**src/rtl/load_scoreboard_ctrl.sv**
```systemverilog
// ID-stage issue controller for out-of-order returning loads: a per-register
// scoreboard, an outstanding-load counter and a RUN/DRAIN fence FSM (RUN | normal issue, DRAIN | fence waits for loads).
module load_scoreboard_ctrl #(
  parameter int MAX_OUTSTANDING = 4,
  parameter int RESP_BYPASS     = 1,
  localparam int CW             = $clog2(MAX_OUTSTANDING + 1)
) (
  input  logic          i_clk,
  input  logic          i_rst_n,
  input  logic          i_issue_valid_id,
  input  logic [4:0]    i_rs1_id,
  input  logic [4:0]    i_rs2_id,
  input  logic          i_use_rs1_id,
  input  logic          i_use_rs2_id,
  input  logic [4:0]    i_rd_id,
  input  logic          i_rd_write_en_id,
  input  logic          i_is_load_id,
  input  logic          i_is_fence_id,
  input  logic          i_lsu_req_ready,
  input  logic          i_lsu_resp_valid,
  input  logic [4:0]    i_lsu_resp_rd,
  output logic          o_issue_fire,
  output logic          o_stall_id,
  output logic [1:0]    o_stall_cause,
  output logic [CW-1:0] o_outstanding_cnt,
  output logic [31:0]   o_busy_vec,
  output logic          o_draining,
  output logic          o_err_spurious
);

  typedef enum logic {S_RUN = 1'b0, S_DRAIN = 1'b1} state_t;

  localparam logic [CW-1:0] C_MAX = CW'(MAX_OUTSTANDING);

  state_t        r_state;
  logic [31:0]   r_busy;
  logic [CW-1:0] r_cnt;
  logic          r_err;

  logic          w_active;
  logic          w_resp_ok;
  logic [CW-1:0] w_cnt_eff;
  logic [31:0]   w_resp_mask;
  logic [31:0]   w_eff_busy;
  logic          w_raw;
  logic          w_waw;
  logic          w_struct;
  logic          w_fire;
  logic          w_load_fire;
  logic          w_fence_wait;
  logic [31:0]   w_set;
  logic [31:0]   w_clr;

  // Combinational outputs are forced low while reset is held, independent of ID inputs.
  assign w_active    = i_rst_n & i_issue_valid_id;
  assign w_resp_ok   = i_lsu_resp_valid & (r_cnt != '0);
  assign w_cnt_eff   = r_cnt - CW'(w_resp_ok);
  assign w_resp_mask = 32'h1 << i_lsu_resp_rd;
  assign w_eff_busy  = r_busy & ~32'h1 &
                       ~(((RESP_BYPASS != 0) && i_lsu_resp_valid) ? w_resp_mask : 32'h0);

  assign w_raw    = (i_use_rs1_id & w_eff_busy[i_rs1_id]) |
                    (i_use_rs2_id & w_eff_busy[i_rs2_id]);
  assign w_waw    = i_rd_write_en_id & (i_rd_id != 5'd0) & w_eff_busy[i_rd_id];
  assign w_struct = (i_is_load_id & (~i_lsu_req_ready | (w_cnt_eff == C_MAX))) |
                    (i_is_fence_id & (w_cnt_eff != '0));

  assign w_fire       = w_active & ~(w_raw | w_waw | w_struct);
  assign w_load_fire  = w_fire & i_is_load_id;
  assign w_fence_wait = w_active & i_is_fence_id & (w_cnt_eff != '0);

  // Loads to x0 count as in flight but never mark the scoreboard.
  assign w_set = (w_load_fire && (i_rd_id != 5'd0)) ? (32'h1 << i_rd_id) : 32'h0;
  assign w_clr = i_lsu_resp_valid ? w_resp_mask : 32'h0;

  always_comb begin
    o_stall_cause = 2'd0;
    if (w_active) begin
      if (w_raw)         o_stall_cause = 2'd1;
      else if (w_waw)    o_stall_cause = 2'd2;
      else if (w_struct) o_stall_cause = 2'd3;
    end
  end

  always_ff @(posedge i_clk or negedge i_rst_n) begin
    if (!i_rst_n) begin
      r_state <= S_RUN;
      r_busy  <= 32'h0;
      r_cnt   <= '0;
      r_err   <= 1'b0;
    end else begin
      r_busy <= (r_busy & ~w_clr) | w_set;

      if (w_load_fire && !w_resp_ok)      r_cnt <= r_cnt + CW'(1);
      else if (!w_load_fire && w_resp_ok) r_cnt <= r_cnt - CW'(1);

      if (i_lsu_resp_valid && (r_cnt == '0)) r_err <= 1'b1;

      case (r_state)
        S_RUN:   if (w_fence_wait)  r_state <= S_DRAIN;
        S_DRAIN: if (!w_fence_wait) r_state <= S_RUN;
        default: r_state <= S_RUN;
      endcase
    end
  end

  assign o_issue_fire      = w_fire;
  assign o_stall_id        = w_active & ~w_fire;
  assign o_outstanding_cnt = r_cnt;
  assign o_busy_vec        = r_busy;
  assign o_draining        = (r_state == S_DRAIN);
  assign o_err_spurious    = r_err;

endmodule
```
**config.mk**
```make
export PLATFORM = sky130hd
export DESIGN_NAME = load_scoreboard_ctrl
export DESIGN_NICKNAME = d
export VERILOG_FILES = /design/src/rtl/load_scoreboard_ctrl.sv
export SDC_FILE = /design/constraint.sdc
export NUM_CORES = 1
export LEC_CHECK = 0
export ABC_CLOCK_PERIOD_IN_PS = 6850
export BUFFER_PORTS_ARGS = -buffer_cell sky130_fd_sc_hd__buf_4
export CAP_MARGIN = 20
export CORE_AREA = 5 5 100 102
export DETAILED_ROUTE_END_ITERATION = 16
export DIE_AREA = 0 0 105 107
export GPL_ROUTABILITY_DRIVEN = 0
export GPL_TIMING_DRIVEN = 0
export HOLD_SLACK_MARGIN = 0.1
export SETUP_SLACK_MARGIN = 0.1
export SYNTH_ARGS = -nofsm -noshare
export SYNTH_HDL_FRONTEND = slang
export SYNTH_SLANG_ARGS = --single-unit
```
**constraint.sdc**
```tcl
create_clock -name i_clk -period 6.85 [get_ports i_clk]
set_clock_uncertainty 0.05 [all_clocks]
set_input_delay 1.37 -clock i_clk [delete_from_list [all_inputs] [get_ports i_clk]]
set_output_delay 1.37 -clock i_clk [all_outputs]
set_load 0.1 [all_outputs]
```
Word level (Yosys, flattened, before mapping)
Cells that the tools add are included.
{"block": "op_classes", "eq_ne": 1, "bitwise": 25, "add_sub_neg": 3, "shifts": 2, "order_cmp": 3, "muxes": 15, "n_reduce_logical": 11}
{"op": "bitwise AND 32 bit", "n": 2}
{"op": "2-to-1 mux 32 bit", "n": 2}
{"op": "left shift 1 x 5 -> 32 bit, first input constant", "n": 2}
{"op": "NOT 32 bit", "n": 1}
{"op": "OR 32 bit", "n": 1}
{"op": "< comparator 5 x 6 -> 1 bit, second input constant", "n": 3}
{"op": "binary-select mux 1 bit (select 5 bit)", "n": 3}
{"op": "bitwise AND 1 bit", "n": 13}
{"op": "2-to-1 mux 2 bit", "n": 4}
{"op": "2-to-1 mux 3 bit", "n": 2}
{"op": "nonzero test 3 bit", "n": 2}
{"op": "OR 1 bit", "n": 5}
{"op": "nonzero test 5 bit", "n": 1}
{"op": "logical AND 1 bit", "n": 4}
{"op": "2-to-1 mux 1 bit", "n": 4}
{"op": "adder 3 x 1 -> 3 bit, second input constant", "n": 1}
{"op": "== test 3 bit, second input constant", "n": 1}
{"op": "zero test 3 bit", "n": 1}
{"op": "NOT 1 bit", "n": 3}
{"op": "subtractor 3 x 1 -> 3 bit", "n": 1}
{"op": "subtractor 3 x 1 -> 3 bit, second input constant", "n": 1}
{"op": "zero test 1 bit", "n": 2}
{"op": "nonzero test 2 bit", "n": 1}
{"block": "totals", "input_bits": 30, "output_inout_bits": 41, "register_bits": 37}

Longest topological paths before layout
{"block": "logic_depth", "word_depth": 17, "depth_mapped": 16, "ltp_nobuf": 15}

Least setup slack after synthesis
Ideal clock, no wire load.
{"block": "synth_path", "kind": "input port to output port", "from": "input port i_rs2_id[0]", "to": "output port o_issue_fire", "cell_stages": 9, "slack_ns": 0.064, "arrival_time_ns": 5.366, "path_buffers": 2, "path_cell_list": "clkbuf_1 > mux4_2 > nor3b_1 > o41ai_1 > nand4_1 > nor4_2 > nand4_4 > buf_2 > nor3_1"}
{"block": "synth_between", "elab_chain_len": 8}
{"element": "start: declaration", "line": "12", "text": "input logic [4:0] i_rs2_id,"}
{"element": "binary-select mux 1 bit (select 5 bit)", "line": "63", "text": "(i_use_rs2_id & w_eff_busy[i_rs2_id]);"}
{"element": "2-to-1 mux 1 bit (implied by the code)", "line": "63"}
{"element": "bitwise AND 1 bit", "line": "63"}
{"element": "OR 1 bit", "line": "62", "text": "assign w_raw = (i_use_rs1_id & w_eff_busy[i_rs1_id]) |"}
{"element": "OR 1 bit (2 in a row)", "line": "68", "text": "assign w_fire = w_active & ~(w_raw | w_waw | w_struct);"}
{"element": "NOT 1 bit", "line": "68"}
{"element": "bitwise AND 1 bit", "line": "68"}
{"element": "end: declaration", "line": "22", "text": "output logic o_issue_fire,"}
Every way passes these cells. The select of a mux whose other input is x is not followed.

Final worst setup path
{"block": "layout_path", "from": "input port i_lsu_resp_rd[1]", "to": "output port o_stall_cause[1]"}
{"block": "layout_between", "elab_chain_len": 10, "word_cells_on_any_way": 17}
{"element": "start: declaration", "line": "21", "text": "input logic [4:0] i_lsu_resp_rd,"}
{"element": "left shift 1 x 5 -> 32 bit (*)", "line": "58", "text": "assign w_resp_mask = 32'h1 << i_lsu_resp_rd;"}
{"element": "2-to-1 mux 32 bit (*)", "line": "60", "text": "~(((RESP_BYPASS != 0) && i_lsu_resp_valid) ? w_resp_mask : 32'h0);"}
{"element": "NOT 32 bit (*)", "line": "60"}
{"element": "bitwise AND 32 bit (*)", "line": "59", "text": "assign w_eff_busy = r_busy & ~32'h1 &"}
{"element": "binary-select mux 1 bit (select 5 bit) (on tied branches)", "line": "64, 62, 63"}
{"element": "2-to-1 mux 1 bit (on tied branches)", "line": "64, 62, 63"}
{"element": "bitwise AND 1 bit (on tied branches)", "line": "64, 62, 63"}
{"element": "2-to-1 mux 2 bit / OR 1 bit (equally long branches)", "line": "80, 62"}
{"element": "2-to-1 mux 2 bit (*)", "line": "79", "text": "if (w_raw) o_stall_cause = 2'd1;"}
{"element": "2-to-1 mux 2 bit (*)", "line": "78", "text": "if (w_active) begin"}
{"element": "end: declaration", "line": "24", "text": "output logic [1:0] o_stall_cause,"}
Every way passes the cells marked *; elsewhere a longest branch is shown, timed or not. The select of a mux whose other input is x is not followed.

==> results.json <==
{
  "status": "finished clean",
  "numCtsBuffers": 5,
  "num_vias": 3871,
  "ant_nets": 0,
  "leakage_uw": 0.00170,
  "ir_drop_v": 0.000329,
  "grt_max_degree": 40,
  "reg2reg_to": "o_outstanding_cnt[2]$_DFFE_PN0P_",
  "min_period_over_period_pct": 86.7,
  "antenna_cells": 0,
  "cp-start-kind": "primary input",
  "dpl_worst_slack_ps": 1020,
  "worst-setup-path-type": "in2out",
  "cts_root_buffer": "clkbuf_8",
  "rsz0062_at_grt": "no",
  "rr_startpoint": "o_busy_vec[27]$_DFF_PN0_",
  "wl_per_cell_um": 21.8,
  "ys_ff_latch": 37,
  "synth_ff_type": "dfrtp_1",
  "grt_pass1_wl_um": 20800,
  "placed_cells_incl_taps": 600,
  "clkTransAtPathRegs_ps": 70,
  "antenna_found_initial": 0,
  "r2r_cells": 14,
  "nets": 529,
  "whs_endpoint": "o_err_spurious$_DFFE_PN0P_",
  "critPathArrivalTime_ps": 4520,
  "design_area_um2": 4280,
  "relSlewSlack_pct": 56.1,
  "area_delta_synth_final_pct": 21.2,
  "syn_area_um2": 3530,
  "min_path_type": "reg2reg",
  "io_pins": 71,
  "remaining_drc_errors": 0,
  "crit_fanout": 10,
  "synth_edf_count": 0,
  "setup_tns_ps": 0,
  "worst_setup_path_end_kind": "output pin",
  "synth-seq-area-share_pct": 26.2,
  "regToRegSetupSlack_ps": 3070,
  "drt_wl_total_um": 13300,
  "min_from": "o_err_spurious$_DFFE_PN0P_",
  "track_usage_pct": 23.2,
  "grt_pass1_vias": 3815,
  "num_rows": 35,
  "cap_violations": 0,
  "hpwl_um": 10300,
  "cts.sinks": 37,
  "synth.distinct_cells": 74,
  "worstMarginPinSlew_ps": 652,
  "grt_overflow": 0,
  "insertion_delay_ps": 300,
  "synth_area_per_cell_um2": 8.32,
  "die_h_um": 107,
  "stdcell_count": 608,
  "hold_buffers": 0,
  "die_area_um2": 11200,
  "final_hold_viol_count": 0,
  "post_cts_buffers": 0,
  "synth-async-reset-ratio_pct": 100,
  "cts_tree": "done",
  "slew_viol_final": 0,
  "coreArea_um2": 9020,
  "clockBufferDepth": 2,
  "drive_above_1_share_pct": 26.4,
  "cts_resized": 0,
  "drt_iter0_drc": 255,
  "place_area_um2": 4160,
  "portBuffers": 65,
  "start_util_pct": 39.1,
  "syn_inst": 424,
  "max_freq_mhz": 168,
  "setup_violations": 0,
  "cts_htree_levels": 2,
  "pwr_density_cell_nw_per_um2": 232,
  "ys_warn_count": 0,
  "vias_per_cell": 6.37,
  "required_ps": 5430,
  "syn_nets": 457,
  "die_width_um": 105,
  "fin_crit_ps": 5940,
  "timing.final.ws_setup_ps": 908,
  "fin_util_pct": 47.4,
  "fillCellCount": 925,
  "drt-pass1-iter-count": 5,
  "worstHoldPathCells": 1
}
==> state kept, by name, summed over array words and instances, names as in the netlist <==
name               cells
o_busy_vec            32
o_outstanding_cnt      3
o_draining             1
o_err_spurious         1
==> power breakdown <==
group          internal [uW]  switching, uW  total [uW]
registers                246           38.2         284
logic                    126            380         506
clock network            118           85.1         204
total                    491            503         994
==> final cells by class <==
class,instances,area [um2],share of cell area (%)
multi-input cells,337,2390,56.0
clock inverters,2,37.5,0.878
flip-flops and latches,37,926,21.7
clock buffers,6,82.6,1.93
well taps,111,139,3.25
repair buffers,65,488,11.4
inverters,17,63.8,1.49
plain buffers,33,146,3.42
==> synth_stat cells (all sizes together), types with 3 or more instances <==
master | number | area (um2)
and4b | 3 | 30.0
a211oi | 6 | 45.0
buf | 20 | 97.6
and4 | 4 | 35.0
o22ai | 3 | 18.8
nand4 | 13 | 103
nand4b | 5 | 43.8
nand4bb | 3 | 33.8
nand2b | 13 | 81.3
o311ai | 5 | 51.3
o41ai | 6 | 67.6
o211ai | 3 | 22.5
o21ai | 33 | 165
or2 | 23 | 144
mux2i | 18 | 180
xor2 | 5 | 43.8
xnor2 | 4 | 35.0
a311oi | 3 | 26.3
a21oi | 6 | 30.0
nor3b | 5 | 37.5
nand3 | 12 | 60.1
nor2b | 8 | 50.1
or3b | 3 | 26.3
a31oi | 3 | 18.8
dfrtp | 37 | 926
or3 | 5 | 31.3
o31ai | 26 | 195
a41oi | 5 | 43.8
a32oi | 3 | 26.3
nand2 | 37 | 139
nand3b | 3 | 22.5
nor2 | 17 | 63.8
nor4 | 3 | 25.0
clkbuf | 13 | 48.8
mux2 | 9 | 101
nor3 | 11 | 55.1
inv | 17 | 63.8
==> cell families (layout without fill, tap and decap cells) <==
kind of cell | after synthesis | after routing | share of synthesized area (%)
mux | 29 | 29 | 9.25
buf+inv | 50 | 123 | 5.96
xor+xnor | 9 | 9 | 2.23
compound gates | 119 | 119 | 24.3
simple gates | 177 | 177 | 30.8
flops | 37 | 37 | 26.2
fa+ha+maj | 3 | 3 | 1.28
==> worst max path at each step <==
stage | end | startpoint | slack (ps) | cells after the start
5_1_grt | o_stall_cause[1] | i_lsu_resp_rd[1] | 820 | 10
3_5_place_dp | o_stall_cause[1] | i_lsu_resp_rd[1] | 1020 | 10
3_3_place_gp | o_issue_fire | i_lsu_resp_rd[1] | 1050 | 10
2_1_floorplan | o_issue_fire | i_rs2_id[0] | 60 | 9
4_1_cts | o_stall_cause[1] | i_lsu_resp_rd[1] | 1000 | 10
6_report | o_stall_cause[1] | i_lsu_resp_rd[1] | 910 | 10
==> cells in the final DEF, fill, tap and decap left out, drive strengths merged, types with 4 or more instances in the layout <==
cell	count
mux2i	18
inv	17
or3	5
xnor2	4
o41ai	6
a41oi	5
xor2	5
nor2b	8
nand2	37
nand4	13
nor3b	5
nor2	17
a211oi	6
nand3	12
nor3	11
and4	4
or2	23
dfrtp	37
o31ai	26
nand4b	5
clkbuf	19
o311ai	5
a21oi	6
buf	85
nand2b	13
mux2	9
o21ai	33
==> metrics by stage <==
stage / total power [uW] / hold WS [ps]
floorplan: 656 / 943
finish: 994 / 419
global route: 1030 / 441
detailed placement: 789 / 405
global placement: 786 / 398
CTS: 990 / 428
==> metal layers <==
metal,GRT usage [%],part of all wire (%)
met3,4.39,8.5
met1,29.9,40
met4,7.03,2.2
met2,39.2,49
met5,0,0
==> worst max-delay path: stages <==
cell and delay [ps]:
clkbuf_1 220, nand2b_1 420, o21ai_0 630, o21ai_0 200, or4_1 500, nand4b_1 190, nand4_4 200, buf_2 260
nor3_1 200, buf_4 320
(Power assumes the default switching activity.)
